$ cat src/rtl/alu_pkg.sv
// Operation and state encodings shared between the ALU control decoder and
// the iterative ALU.
package alu_pkg;

  typedef enum logic [2:0] {
    ALU_AND = 3'b000,
    ALU_OR  = 3'b001,
    ALU_ADD = 3'b010,
    ALU_XOR = 3'b011,
    ALU_SRA = 3'b100,
    ALU_SLL = 3'b101,
    ALU_SUB = 3'b110,
    ALU_SLT = 3'b111
  } alu_op_e;

  typedef enum logic {
    S_IDLE  = 1'b0,
    S_SHIFT = 1'b1
  } alu_state_e;

  function automatic logic is_shift_op(input logic [2:0] op);
    return (op == ALU_SRA) || (op == ALU_SLL);
  endfunction

endpackage

$ cat src/rtl/alu_comb.sv
// Single-cycle ALU ops: logic, add/sub with signed overflow, set-less-than.
// Shift opcodes pass operand a through; the sequencer handles real shifts.
module alu_comb
  import alu_pkg::*;
#(
  parameter int WIDTH = 32
) (
  input  logic [2:0]       aluop,
  input  logic             cmp_unsigned,
  input  logic [WIDTH-1:0] a,
  input  logic [WIDTH-1:0] b,
  output logic [WIDTH-1:0] result,
  output logic             overflow
);

  logic [WIDTH-1:0] sum, diff;
  logic             lt;

  assign sum  = a + b;
  assign diff = a - b;
  assign lt   = cmp_unsigned ? (a < b) : ($signed(a) < $signed(b));

  always_comb begin
    result   = a;
    overflow = 1'b0;
    case (alu_op_e'(aluop))
      ALU_AND: result = a & b;
      ALU_OR:  result = a | b;
      ALU_XOR: result = a ^ b;
      ALU_ADD: begin
        result   = sum;
        overflow = (a[WIDTH-1] == b[WIDTH-1]) && (sum[WIDTH-1] != a[WIDTH-1]);
      end
      ALU_SUB: begin
        result   = diff;
        overflow = (a[WIDTH-1] != b[WIDTH-1]) && (diff[WIDTH-1] != a[WIDTH-1]);
      end
      ALU_SLT: result = {{(WIDTH-1){1'b0}}, lt};
      default: result = a;
    endcase
  end

endmodule

$ cat src/rtl/alu_iter.sv
// Multi-cycle ALU: single-cycle logic/arith/compare, bit-serial shifts
// (one position per cycle) sequenced by a two-state FSM.
module alu_iter
  import alu_pkg::*;
#(
  parameter int WIDTH = 32,
  parameter int SHW   = 5
) (
  input  logic             clk,
  input  logic             reset,
  input  logic             start,
  input  logic [2:0]       aluop,
  input  logic             cmp_unsigned,
  input  logic [WIDTH-1:0] a,
  input  logic [WIDTH-1:0] b,
  input  logic [SHW-1:0]   shamt,
  output logic [WIDTH-1:0] result,
  output logic             zero,
  output logic             overflow,
  output logic             busy,
  output logic             done
);

  localparam int SHU = $clog2(WIDTH);
  // Only the low log2(WIDTH) shift-amount bits are meaningful.
  localparam logic [SHW-1:0] SH_MASK = SHW'((64'd1 << SHU) - 64'd1);

  alu_state_e       state;
  logic [SHW-1:0]   cnt;
  logic             sra_q;
  logic [SHW-1:0]   shamt_eff;
  logic [WIDTH-1:0] comb_result, shifted;
  logic             comb_ovf;
  logic             accept;

  alu_comb #(.WIDTH(WIDTH)) u_comb (
    .aluop        (aluop),
    .cmp_unsigned (cmp_unsigned),
    .a            (a),
    .b            (b),
    .result       (comb_result),
    .overflow     (comb_ovf)
  );

  assign shamt_eff = shamt & SH_MASK;
  assign accept    = start && (state == S_IDLE);

  always_comb begin
    shifted = sra_q ? {result[WIDTH-1], result[WIDTH-1:1]}
                    : {result[WIDTH-2:0], 1'b0};
  end

  always_ff @(posedge clk) begin
    if (reset) begin
      state    <= S_IDLE;
      result   <= '0;
      zero     <= 1'b1;
      overflow <= 1'b0;
      busy     <= 1'b0;
      done     <= 1'b0;
      cnt      <= '0;
      sra_q    <= 1'b0;
    end else begin
      done <= 1'b0;
      case (state)
        S_IDLE: begin
          if (accept) begin
            if (is_shift_op(aluop) && (shamt_eff != '0)) begin
              result   <= a;
              zero     <= (a == '0);
              overflow <= 1'b0;
              cnt      <= shamt_eff;
              sra_q    <= (aluop == ALU_SRA);
              busy     <= 1'b1;
              state    <= S_SHIFT;
            end else begin
              // Zero-distance shifts fall through as a pass of operand a.
              result   <= comb_result;
              zero     <= (comb_result == '0);
              overflow <= comb_ovf;
              done     <= 1'b1;
            end
          end
        end
        S_SHIFT: begin
          result <= shifted;
          zero   <= (shifted == '0);
          cnt    <= cnt - 1'b1;
          if (cnt == SHW'(1)) begin
            busy  <= 1'b0;
            done  <= 1'b1;
            state <= S_IDLE;
          end
        end
        default: state <= S_IDLE;
      endcase
    end
  end

endmodule

$ cat config.mk
export PLATFORM = sky130hd
export DESIGN_NAME = alu_iter
export DESIGN_NICKNAME = d
export VERILOG_FILES = /design/src/rtl/alu_pkg.sv /design/src/rtl/alu_comb.sv /design/src/rtl/alu_iter.sv
export SDC_FILE = /design/constraint.sdc
export NUM_CORES = 1
export LEC_CHECK = 0
export CORE_MARGIN = 8
export CORE_UTILIZATION = 45
export DETAILED_ROUTE_END_ITERATION = 16
export MAX_ROUTING_LAYER = met4
export PLACE_DENSITY = 0.67
export SKIP_CTS_REPAIR_TIMING = 1
export SYNTH_ARGS = -nofsm -noshare
export SYNTH_HDL_FRONTEND = slang
export SYNTH_SLANG_ARGS = --single-unit
export TNS_END_PERCENT = 1
$ cat constraint.sdc
create_clock -name clk -period 11.8 [get_ports clk]
set_input_delay 2.36 -clock clk [delete_from_list [all_inputs] [get_ports clk]]
set_output_delay 2.36 -clock clk [all_outputs]
set_load 0.005 [all_outputs]
# After elaboration in Yosys (flattened, before gate mapping)
# Cells that the tools add are included.
# word_totals
regBits	43
inputBits	76
out_inout_bits	36
wordCells	72
# classes
add_sub_neg	3
n_lt_le_gt_ge	2
eq_ne	15
n_mux	26
n_bitwise	4
reduce_logical	14
# op_table
cell	count
case mux 32 bit (6 select lines)	1
logical NOT 32 bit	3
2-to-1 mux 32 bit	3
< comparator 32 bit	2
case mux 32 bit (2 select lines)	1
adder 32 bit	1
bitwise AND 32 bit	1
bitwise OR 32 bit	1
subtractor 32 bit	1
XOR 32 bit	1
2-to-1 mux 1 bit	13
equality test 3 bit (second input constant)	4
2-to-1 mux 5 bit	2
case mux 1 bit (2 select lines)	5
case mux 5 bit (2 select lines)	1
equality test 3 x 2 -> 1 bit (second input constant)	2
AND reduction 3 bit	2
equality test 5 x 1 -> 1 bit (second input constant)	1
nonzero test 5 bit	1
subtractor 5 x 1 -> 5 bit (second input constant)	1
logical AND 1 bit	4
inequality test 2 x 1 -> 1 bit (second input constant)	2
AND reduction 2 bit	2
equality test 3 x 1 -> 1 bit (second input constant)	1
other kinds (6)	8

# Logic depth before layout (Yosys ltp)
# Gate-level depths: netlist (run 1).
# depth
depth_word	7
ltp_mapped	14
mapped_depth_nobuf	14

# By module
# A second synthesis (run 1) with hierarchy kept.
# hier_totals
hier_cells	1243
hier_area_um2	8594.5
# by_module_without_submodules
mod	instances	cells_each	area_per_inst_um2	seq_area_each_um2
alu_comb	1	889	5791.8	0.0
alu_iter	1	354	2802.7	860.8

# Worst setup path after synthesis (run 1)
# Ideal clock, no wire load.
# synth_path
path_kind	input to register
start	in a[0]
end	reg zero
setup_ps	96
arrival_ps	5280
required_time_ps	11704
slack_ps	6424
cell_stages	14
n_path_buf	0
path_cell_list	inv_1 ha_1 inv_1 fa_1 nor2b_1 o211ai_4 a2111oi_4 o31ai_2 and4_4 or4_4 a211o_1 nor4b_2 nand4_1 o41ai_2
# synth_via
elab_chain_len	7
word_cells_on_any_way	14
classes_between	2 x add/sub; 2 x order compare; 5 x mux; 3 x bitwise; 2 x reduce/logical
# synth_lines
element	line	source
start, declared	alu_iter.sv:14	input logic [WIDTH-1:0] a,
< comparator 32 bit	alu_comb.sv:21	assign lt = cmp_unsigned ? (a < b) : ($signed(a) < $signed(b));
2-to-1 mux 1 bit	alu_comb.sv:21	
case mux 32 bit (6 select lines)	alu_comb.sv:26	case (alu_op_e'(aluop))
logical NOT 32 bit	alu_iter.sv:79	zero <= (comb_result == '0);
2-to-1 mux 1 bit (*)	alu_iter.sv:68	if (is_shift_op(aluop) && (shamt_eff != '0)) begin
2-to-1 mux 1 bit (*)	alu_iter.sv:67	if (accept) begin
case mux 1 bit (2 select lines) (*)	alu_iter.sv:65	case (state)
end signal, assigned	alu_iter.sv:70	zero <= (a == '0);
end signal, assigned	alu_iter.sv:79	
end signal, assigned	alu_iter.sv:87	zero <= (shifted == '0);
end, declared	alu_iter.sv:18	output logic zero,
# Every way passes the cells marked *; elsewhere a longest branch is shown, timed or not. The select of a mux whose other input is x is not followed.
# A chain may end at the register's enable or synchronous reset.

# Worst setup path after layout (run 1)
# layout_path
start	in a[1]
end	reg zero
# Same word-level chain as after synthesis.

==> summary.txt, run 1 <==
FFs w/ async S/R, synth - 0%
worst slack at placement - 4.56 ns
Setup CP Type - in -> reg
net switching power - 357 µW
post-synthesis register bit count - 43
Pint - 416 µW
layout cell share with drive strength beyond 1 - 6.17%
H-tree lvl count - 2
combinational group share of total power - 59.1%
drt total wl - 35.8 mm
Register Area - 862 µm²
RSZ-0062 raised after global routing - no
I/O Buffers - 111
clock power share - 18.1%
switching power share of the total - 46.2%
diodes inserted - 0
multi-input logic area - 0.00712 mm²
Synth Flop Type - dfxtp_1
Setup Skew - 0.00518 ns
Min-Delay Path Class - reg -> reg
final setup fails - 0
Area Overhead vs Synth - 15.2%
Post-Route Setup TNS - 0 ns
leading cell type in the layout, fill and taps excluded - a21oi_1
vias per cell - 6.51
Die W - 155 µm
Pwr per Cell Area - 77.1 mW/mm²
vias in the first global route - 9663
max_slew headroom - -0.922%
Vias - 10400
DP Wirelength - 27.3 mm
Synthesis Warnings - 0
first drt pass iteration count - 7
DRT met1 WL - 15.4 mm
Gate Count Post-Synth - 1285
Buf/Inv on CP - 2
Post-synth EDFFs - 0
Top Metal Used - met4
clk_lat worst skew - 0.29 ns
CP max stage delay - 1.20 ns
Fillers - 1946
hold violation total from the final report - 0
Remaining DRCs - 0
met2 routed WL - 16.0 mm
Critical Path, Cell by Cell - clkdlybuf4s50_1 -> inv_1 -> ha_1 -> nor2_1 -> o311ai_1 -> a21oi_1 -> a211oi_1 -> o21ai_0 -> and2_1 -> a2111oi_0 -> o2111a_1 -> nand4_1 -> o41ai_2
cell area after synthesis - 0.00871 mm²
Std-Cell Rows - 51
slack of the critical path - 4.68 ns
core outline area - 0.0192 mm²
most frequent cells in the layout - a21oi_1 (143), nor2_1 (142), clkdlybuf4s50_1 (108)
GR Overflow Total - 0
first-pass GRT wire length - 55.3 mm
Max Cap Violations - 1
Ports - 112
LEAKAGE - 0.00402 µW
clk sink count - 43
Bufs on Longest Clock Path - 2
Clock Tree Root - clkbuf_16
Max VDD drop - 0.0603 mV
Die ar. - 0.0241 mm²
WP data required - 12.00 ns
fmax - 0.140 GHz
Crit. End Element - flip-flop
Top delay family on crit path - compound AO/OA/AOI/OAI gates
post-route ant nets - 0
Layout Nets - 1508
Initial Util - 45.3%
CTS tree - done
CTS buffer count - 5
Tcrit/Tclk final - 60.4%
critical path fanouts, max - 7
Syn Area/Cell - 6.78 µm²
Global Route Usage Sum - 29.7%
Worst-path clk slew - 0.07 ns
post-synthesis sequential area ratio - 9.89%
Slew Viols, Final - 1
Die Y - 155 µm
crit start category - primary input
initial drt markers - 1041
Net Count, Synth - 1464
Pwr Total - 774 µW
Yosys cell types - 85
sequential share of power - 22.9%
wire per inst - 22.4 µm
crit path max-delay cell type - a2111oi_0
initial antenna violation count - 0
run status - complete, but fails checks
largest net degree at the start of global routing - 69
Worst Tran Pin Value - 1.48 ns
Tmin final - 7.12 ns
failing checks - max-capacitance violations, max-slew violations
met3 WL - 2.82 mm
Critical Path AT - 7.32 ns
gp weighted congestion - 1.03
per-layer routing:
layer	global-route usage [%]	up-vias
met5	-	-
met3	3.38	95
met1	38.1	4923
li1	-	4846
met4	12.7	0
met2	46.5	520
cell usage after synthesis (10+ instances only):
master    count  area [µm²]
buf_1        14        52.6
and3_1       10        62.6
nor2b_1      22         138
mux2i_1      16         160
a211oi_1     69         518
inv_1        99         372
a21oi_1     143         716
ha_1        101        1260
nand2_1      94         353
a31oi_1      20         125
nor3_1       41         205
o21ai_0      68         340
or2_2        11        68.8
nor4_1       26         163
o31ai_1      15         113
clkbuf_1     59         221
a211o_1      12         105
nand3_1      24         120
o211ai_1     21         158
mux2_2       20         225
nand4_1      13        81.3
dfxtp_1      43         861
buf_2        14        70.1
nor2_1      143         537
stage by stage:
stage | util, % | cells | hold WS [ns] | cell area (µm²)
2_1_floorplan | - | 1285 | 0.455 | 8710
3_3_place_gp | 51.5 | 1587 | 0.472 | 9890
3_5_place_dp | 51.5 | 1587 | 0.481 | 9890
4_1_cts | 52.2 | 1595 | 0.496 | 10000
5_1_grt | 52.2 | 1595 | 0.529 | 10000
6_report | 52.2 | 1595 | 0.497 | 10000
power groups by stage:
stage | Sequential (µW) | Combinational [µW] | Clock (µW)
CTS | 176 | 447 | 140
global route | 179 | 495 | 147
floorplan | 174 | 290 | 0
finish | 177 | 457 | 140
global placement | 179 | 444 | 0
detailed placement | 180 | 445 | 0
tightest hold or removal path, cell delays in order (launching register included):
cell and delay, ns:
dfxtp_1 0.33, a21oi_1 0.06, nor2_1 0.07
flip-flops by register name, indices dropped and copies added, names as in the netlist:
register  cells
done          1
sra_q         1
busy          1
result       32
overflow      1
state         1
zero          1
cnt           5
final timing paths:
kind | start | to | slack, ns | cells after the start
max | a[1] | zero | 4.68 | 13
min | cnt[4] | cnt[4] | 0.50 | 2
max reg2reg | state | zero | 8.79 | 8
min reg2reg | cnt[4] | cnt[4] | 0.50 | 2
logic make-up after synthesis:
family          count (synthesis)  share of synthesized area (%)
compound gates                474                           37.3
fa+ha+maj                     103                           15.0
buf+inv                       189                           8.48
flops                          43                           9.89
xor+xnor                        9                          0.905
simple gates                  431                           24.0
mux                            36                           4.43
area by class of cell:
cell class	count	share of cell area (%)
clock buffer	6	1.28
clock inverter	2	0.125
inverter	100	3.74
multi-input combinational	1053	70.9
sequential	43	8.59
tap	265	3.30
timing repair buffer	126	12.0
No activity file was read; power rests on OpenSTA's default activity.
==> run 2: changes to the inputs <==
Clock period 11.8 ns to 6.9 ns, I/O delays scaled along.
==> summary.txt, run 2 (synthesis results as in run 1) <==
run status - finished clean (was complete, but fails checks)
met2 Use GR - 47.3% (was 46.5%)
CP max stage delay - 1.07 ns (was 1.20 ns)
met3 Resource Use GR - 3.25% (was 3.38%)
Die ar. - 0.0241 mm² (unchanged)
Worst Tran Pin Value - 1.30 ns (was 1.48 ns)
Clock Tree Root - clkbuf_16 (unchanged)
CTS buffer count - 5 (unchanged)
GRT busiest layer - met2 (unchanged)
Max Cap Violations - 0 (was 1)
Slew Viols, Final - 0 (was 1)
LEAKAGE - 0.00405 µW (was 0.00402 µW)
Global Route Usage Sum - 30.4% (was 29.7%)
Largest regs - result: 32 flops, cnt: 5 flops (unchanged)
vias per cell - 6.45 (was 6.51)
DP Wirelength - 28.5 mm (was 27.3 mm)
CTS tree - done (unchanged)
fmax - 0.169 GHz
Worst-path clk slew - 0.06 ns (was 0.07 ns)
Max VDD drop - 0.114 mV (was 0.0603 mV)
leading cell type in the layout, fill and taps excluded - a21oi_1 (unchanged)
Layout Nets - 1513 (was 1508)
Min-Delay Path Class - reg -> reg (unchanged)
Die Y - 155 µm (unchanged)
Layout Cells excl Fill - 1600 (was 1595)
Setup CP Type - in -> reg (unchanged)
GR Overflow Total - 0 (unchanged)
critical path fanouts, max - 7 (unchanged)
Bufs on Longest Clock Path - 2 (unchanged)
wire per inst - 22.8 µm (was 22.4 µm)
clk sink count - 43 (unchanged)
diodes inserted - 0 (unchanged)
core outline area - 0.0192 mm² (unchanged)
placed insts - 1592 (was 1587)
largest net degree at the start of global routing - 69 (unchanged)
Tcrit/Tclk final - 85.6%
Crit. End Element - flip-flop (unchanged)
Vias - 10300 (was 10400)
hold violation total from the final report - 0 (unchanged)
Critical Path AT - 6.11 ns (was 7.32 ns)
H-tree lvl count - 2 (unchanged)
WP data required - 7.10 ns (was 12.00 ns)
clk_lat worst skew - 0.29 ns (about the same)
I/O Buffers - 111 (unchanged)
crit start category - primary input (unchanged)
RSZ-0062 raised after global routing - no (unchanged)
crit path max-delay cell type - a2111oi_0 (unchanged)
max reg flops - 32 (unchanged)
Reg with most FFs - result (unchanged)
Die W - 155 µm (unchanged)
layout cell share with drive strength beyond 1 - 6.52% (was 6.17%)
gp weighted congestion - 1.03 (about the same)
first-pass GRT wire length - 56.7 mm (was 55.3 mm)
Tmin final - 5.91 ns
final setup fails - 0 (unchanged)
most frequent cells in the layout - a21oi_1 (143), nor2_1 (142), clkdlybuf4s50_1 (108) (unchanged)
Pwr per Cell Area - 132 mW/mm² (was 77.1 mW/mm²)
vias in the first global route - 9832 (was 9663)
Initial Util - 45.3% (unchanged)
Remaining DRCs - 0 (unchanged)
Critical Path, Cell by Cell - clkdlybuf4s50_1 -> inv_1 -> ha_1 -> nor2_1 -> o311ai_1 -> a21oi_1 -> a211oi_1 -> o21ai_0 -> and2_1 -> a2111oi_0 -> o2111a_1 -> nand4_1 -> o41ai_2 (unchanged)
initial drt markers - 1076 (was 1041)
Area Overhead vs Synth - 15.7% (was 15.2%)
Post-Route Setup TNS - 0 ns (unchanged)
Setup Skew - 0.00508 ns (was 0.00518 ns)
Pwr Total - 1330 µW (was 774 µW)
drt total wl - 36.6 mm (was 35.8 mm)
first drt pass iteration count - 6 (was 7)
Std-Cell Rows - 51 (unchanged)
Ports - 112 (unchanged)
initial antenna violation count - 0 (unchanged)
max_slew headroom - 11.0% (was -0.922%)
M1 GR Usage - 40.2% (was 38.1%)
post-route ant nets - 0 (unchanged)
run 2: per-stage QoR:
step | util (%) | hold slack (ns) | setup WS (ns) | cell area [µm²]
after global routing | 52.4 | 0.521 | 0.711 | 10100
final | 52.4 | 0.497 | 0.991 | 10100
after CTS | 52.4 | 0.503 | 1.08 | 10100
after floorplan | - | 0.455 | 2.50 | 8710
after detailed placement | 51.7 | 0.484 | 0.782 | 9930
after global placement | 51.7 | 0.478 | 0.817 | 9930
run 2: cell type report:
type | count | area, µm²
Fill cell | 1965 | 9140
Sequential cell | 43 | 862
Clock inverter | 2 | 12.5
Timing Repair Buffer | 131 | 1250
Inverter | 100 | 375
Tap cell | 265 | 332
Clock buffer | 6 | 129
Multi-Input combinational cell | 1053 | 7120
run 2: worst max-delay path: cells and delay by family:
kind            cells  cell delay, ns
compound gates      7            3.13
buf+inv             2            0.82
simple gates        3            0.41
fa+ha+maj           1            0.36
run 2: where the power goes:
part           total [µW]  internal (µW)  switching, µW
combinational         793            310            483
clock                 234            134            100
sequential            303            271           31.4
total                1330            715            614
run 2: final timing paths:
check | from | to | slack (ns) | cells after the start
worst max-delay path | a[1] | zero | 0.99 | 13
worst min-delay path | busy | busy | 0.50 | 2
worst max register to register | state | zero | 3.86 | 8
worst min register to register | busy | busy | 0.50 | 2
run 2: metal layers:
layer / vias to the layer above / routed length (µm)
met1: 4869 / 16000
met4: 0 / 1420
li1: 4854 / -
met3: 80 / 2850
met5: - / 0
met2: 518 / 16300
==> run 3: changes to the inputs <==
Settings changed: SLEW_MARGIN set to 20.
==> summary.txt, run 3 (synthesis results as in run 1) <==
Remaining DRCs - 0 (unchanged)
dpl cell area - 0.00993 mm² (about the same)
Std-Cell Rows - 51 (unchanged)
final instance area - 0.0101 mm² (about the same)
crit start category - primary input (unchanged)
clk sink count - 43 (unchanged)
Buf/Inv on CP - 2 (unchanged)
Layout Cells excl Fill - 1600 (unchanged)
CTS tree - done (unchanged)
Slew Viols, Final - 0 (unchanged)
I/O Buffers - 111 (unchanged)
CP max stage delay - 0.81 ns (was 1.07 ns)
largest net degree at the start of global routing - 69 (unchanged)
Post-Route Setup TNS - 0 ns (unchanged)
Layout Nets - 1513 (unchanged)
placed insts - 1592 (unchanged)
Die W - 155 µm (unchanged)
met3 Resource Use GR - 3.55% (was 3.25%)
fmax - 0.175 GHz (was 0.169 GHz)
max reg flops - 32 (unchanged)
Global Route Usage Sum - 30.4% (about the same)
drt total wl - 36.6 mm (about the same)
Vias - 10400 (was 10300)
Tmin final - 5.70 ns (was 5.91 ns)
Bufs on Longest Clock Path - 2 (unchanged)
CTS buffer count - 5 (unchanged)
layout cell share with drive strength beyond 1 - 6.52% (unchanged)
final setup fails - 0 (unchanged)
LEAKAGE - 0.00405 µW (about the same)
Max Cap Violations - 0 (unchanged)
Die Y - 155 µm (unchanged)
Largest regs - result: 32 flops, cnt: 5 flops (unchanged)
initial antenna violation count - 0 (unchanged)
Critical Path AT - 5.90 ns (was 6.11 ns)
Worst-path clk slew - 0.07 ns (was 0.06 ns)
critical path fanouts, max - 7 (unchanged)
Ports - 112 (unchanged)
Tcrit/Tclk final - 82.6% (was 85.6%)
hold violation total from the final report - 0 (unchanged)
M1 GR Usage - 40.3% (was 40.2%)
Top delay family on crit path - compound AO/OA/AOI/OAI gates (unchanged)
Worst Tran Pin Value - 1.01 ns (was 1.30 ns)
gp weighted congestion - 1.03 (unchanged)
Area Overhead vs Synth - 15.7% (about the same)
Pwr per Cell Area - 132 mW/mm² (about the same)
leading cell type in the layout, fill and taps excluded - a21oi_1 (unchanged)
Clock Tree Root - clkbuf_16 (unchanged)
Die ar. - 0.0241 mm² (unchanged)
Setup Skew - 0.00846 ns (was 0.00508 ns)
first drt pass iteration count - 5 (was 6)
wire per inst - 22.9 µm (was 22.8 µm)
max_slew headroom - 32.6% (was 11.0%)
most frequent cells in the layout - a21oi_1 (143), nor2_1 (142), clkdlybuf4s50_1 (108) (unchanged)
Min-Delay Path Class - reg -> reg (unchanged)
clk_lat worst skew - 0.29 ns (about the same)
DP Wirelength - 28.5 mm (about the same)
crit path max-delay cell type - a2111oi_1 (was a2111oi_0)
Setup CP Type - in -> reg (unchanged)
first-pass GRT wire length - 56.5 mm (was 56.7 mm)
met2 Use GR - 46.9% (was 47.3%)
diodes inserted - 0 (unchanged)
GRT busiest layer - met2 (unchanged)
Crit. End Element - flip-flop (unchanged)
Pwr Total - 1330 µW (about the same)
post-route ant nets - 0 (unchanged)
Max VDD drop - 0.110 mV (was 0.114 mV)
core outline area - 0.0192 mm² (unchanged)
initial drt markers - 1137 (was 1076)
vias in the first global route - 9778 (was 9832)
WP data required - 7.10 ns (about the same)
GR Overflow Total - 0 (unchanged)
Initial Util - 45.3% (unchanged)
vias per cell - 6.49 (was 6.45)
Critical Path, Cell by Cell - clkdlybuf4s50_1 -> inv_1 -> ha_1 -> nor2_1 -> o311ai_1 -> a21oi_1 -> a211oi_1 -> o21ai_0 -> and2_1 -> a2111oi_1 -> o2111a_1 -> nand4_1 -> o41ai_2 (was clkdlybuf4s50_1 -> inv_1 -> ha_1 -> nor2_1 -> o311ai_1 -> a21oi_1 -> a211oi_1 -> o21ai_0 -> and2_1 -> a2111oi_0 -> o2111a_1 -> nand4_1 -> o41ai_2)
Reg with most FFs - result (unchanged)
run status - finished clean (unchanged)
H-tree lvl count - 2 (unchanged)
Fillers - 1963 (was 1965)
RSZ-0062 raised after global routing - no (unchanged)
==> run 3: cell counts in the layout (fill, tap and decap cells not counted) <==
Identical to the previous run, type by type.
==> run 3: layout make-up <==
type,count,area [µm²],area share (%)
Clock buffer,6,129,1.28
Clock inverter,2,12.5,0.124
Inverter,100,375,3.73
Multi-Input combinational cell,1053,7120,70.6
Sequential cell,43,862,8.56
Tap cell,265,332,3.29
Timing Repair Buffer,131,1250,12.4
==> run 3: power by group <==
part	switching, µW	internal (µW)	total (µW)
logic	482	310	792
clock network	101	134	235
registers	31.4	271	303
==> run 3: path summary, 6_finish.rpt <==
path                            start    to  slack (ns)  depth (start not counted)
worst max-delay path             a[1]  zero        1.20                         13
worst min-delay path             busy  busy        0.50                          2
worst max register to register  state  zero        3.88                          8
worst min register to register   busy  busy        0.50                          2
==> run 3: tightest hold or removal path: cells and delay by family, from the launching register on <==
kind,cells,cell delay (ns)
DFF,1,0.33
and+or+nand+nor,1,0.07
AOI/OAI and AO/OA,1,0.06
==> run 3: stage by stage <==
step	hold WS, ns	utilization, %	setup slack [ns]
floorplan	0.455	-	2.50
global placement	0.478	51.7	0.817
detailed placement	0.484	51.7	1.02
CTS	0.503	52.4	1.33
global route	0.521	52.4	1.03
finish	0.498	52.4	1.20
==> run 3: routing by layer <==
layer / share of wire [%] / vias to the layer above / routed length (µm)
met3: 8.4 / 76 / 3070
met4: 3.8 / 0 / 1400
met1: 43 / 4975 / 15900
met2: 45 / 485 / 16300
li1: - / 4850 / -
met5: 0 / - / 0
==> RTL edit (flow settings as in run 1) <==
Make the reset (`reset`) asynchronous in one clocked block.
--- a/src/rtl/alu_iter.sv
+++ b/src/rtl/alu_iter.sv
@@ -50,7 +50,7 @@
                     : {result[WIDTH-2:0], 1'b0};
   end
 
-  always_ff @(posedge clk) begin
+  always_ff @(posedge clk or posedge reset) begin
     if (reset) begin
       state    <= S_IDLE;
       result   <= '0;
Check against the original RTL: differs if reset is asserted again (counterexample within 4 cycles, from zero or initial values and one cycle with reset high); with reset held inactive, the same outputs for 10 cycles.
==> RTL edit against run 1 <==
Power is 56% higher. Wire length decreased by 4.8%. Critical path depth unchanged. Combinational power grew 62%. Via count shrank 4.3%. Count of clock-buffer cells in the layout decreased by 1. Non-clock buffer count unchanged. Clock skew barely moved. Worst setup slack better by 0.25 ns. Sequential cell count is the same. Design area fell by 0.62%. Sequential share of layout area grew 2.2 points. Synthesized area down 0.63%. Critical path type unchanged.
==> RTL edit: results (changes against run 1) <==
| Metric | Value |
|---|---|
| Status | `finished clean` |
| Post-synth cell types | `89 (+4.7%)` |
| R2r setup slk | `8.51 ns (-0.28 ns)` |
| Synthesized Nets | `1413 (-3.5%)` |
| WHS Endpoint | `overflow` |
| Vias in the first global route | `9209 (-4.7%)` |
| Wire length per cell | `22.4 µm (about the same)` |
| Dominant synthesized flop cell | `dfrtp_1` |
| Area share of xor/xnor cells in the synthesized design | `1.21% (+0.31 points)` |
| Tot GR Track Use | `28.2% (-1.4 points)` |
| WL met3 | `3540 µm (+26%)` |
| Top post-synthesis cells by area | `ha_1 (15%), dfrtp_1 (12%), a21oi_1 (6.4%)` |
| Fin Hold WS | `0.482 ns (-0.0151 ns)` |
| Reg2reg path depth | `10 (+2)` |
| Post-Synth Adder-Cell Area | `15.1% (+0.095 points)` |
| Worst-Margin Slew | `1.01 ns (-0.462 ns)` |
| Mux share of post-synthesis cell area | `4.76% (+0.33 points)` |
| DR iter-0 viols | `1071 (+2.9%)` |
| Worst hold start | `overflow` |
| Largest net degree at the start of global routing | `84 (+22%)` |
| Final nets | `1462 (-3.1%)` |
| WL met2 | `14500 µm (-9.5%)` |
| Layout Skew | `0.00515 ns (-0.0000347 ns)` |
| Seq/Total Area, Yosys | `12.5% (+2.6 points)` |
| Slowest stage delay, CP | `0.65 ns (-0.55 ns)` |
-- RTL edit: changes by cell type after synthesis, sizes merged, moves of 9 or more --
cell	run 1	this run
a211oi	69	39
a21oi	143	111
buf	30	21
dfrtp	0	42
dfxtp	43	0
inv	100	109
mux2	20	9
mux2i	16	31
nand2	94	118
nor2	144	98
nor3	43	23
o21ai	69	106
-- RTL edit: worst register-to-register path, cell delays in order, from the launching register on --
cell and delay (ns):
dfrtp_1 0.71, buf_4 0.40, nor4_1 0.31, nand4b_1 0.16, nor3b_1 0.22, o2111ai_1 0.12, nor4_1 0.28, nand4b_1 0.17
nor4_1 0.29, nand4_1 0.16, o41ai_2 0.36
-- RTL edit: kinds of logic (layout without fill, tap and decap cells) --
family,after synthesis,count (layout)
AOI/OAI and AO/OA,459,459
adders and majority gates,103,103
and+or+nand+nor,382,382
DFF,43,43
xor gates and xnor gates,12,12
muxes,40,40
buffers and inverters,195,245
-- RTL edit: routing by layer --
layer,vias up,global-route usage (%)
li1,4628,-
met5,-,-
met1,4691,39.4
met3,50,4.10
met2,566,41.8
met4,0,7.37
-- RTL edit: power by group --
group,internal [mW],switching (mW)
clock network,0.0772,0.0572
registers,0.220,0.113
logic,0.341,0.398
total,0.639,0.568
-- RTL edit: per-stage QoR --
| step | util (%) | setup slack, ns | cell area [µm²] | std cells |
|---|---|---|---|---|
| 6_report | 53.1 | 4.93 | 9970 | 1518 |
| 5_1_grt | 53.1 | 4.67 | 9970 | 1518 |
| 4_1_cts | 53.1 | 5.00 | 9970 | 1518 |
| 3_5_place_dp | 52.4 | 4.70 | 9830 | 1510 |
| 3_3_place_gp | 52.4 | 4.79 | 9830 | 1510 |
| 2_1_floorplan | - | 6.25 | 8650 | 1234 |
-- RTL edit: area by class of cell --
class                           instances  area (µm²)
Clock buffer                            5         125
Clock inverter                          3        15.0
Fill cell                            1890        8800
Inverter                              111         417
Multi-Input combinational cell        996        6840
Sequential cell                        43        1080
Tap cell                              234         293
Timing Repair Buffer                  126        1210
-- RTL edit: worst max-delay path by stage --
stage,start,endpoint,slack (ns),cells past startpoint
floorplan,b[1],zero,6.25,13
global placement,a[3],zero,4.79,13
detailed placement,a[3],zero,4.70,13
CTS,a[3],zero,5.00,13
global route,a[1],zero,4.67,14
finish,a[3],zero,4.93,13
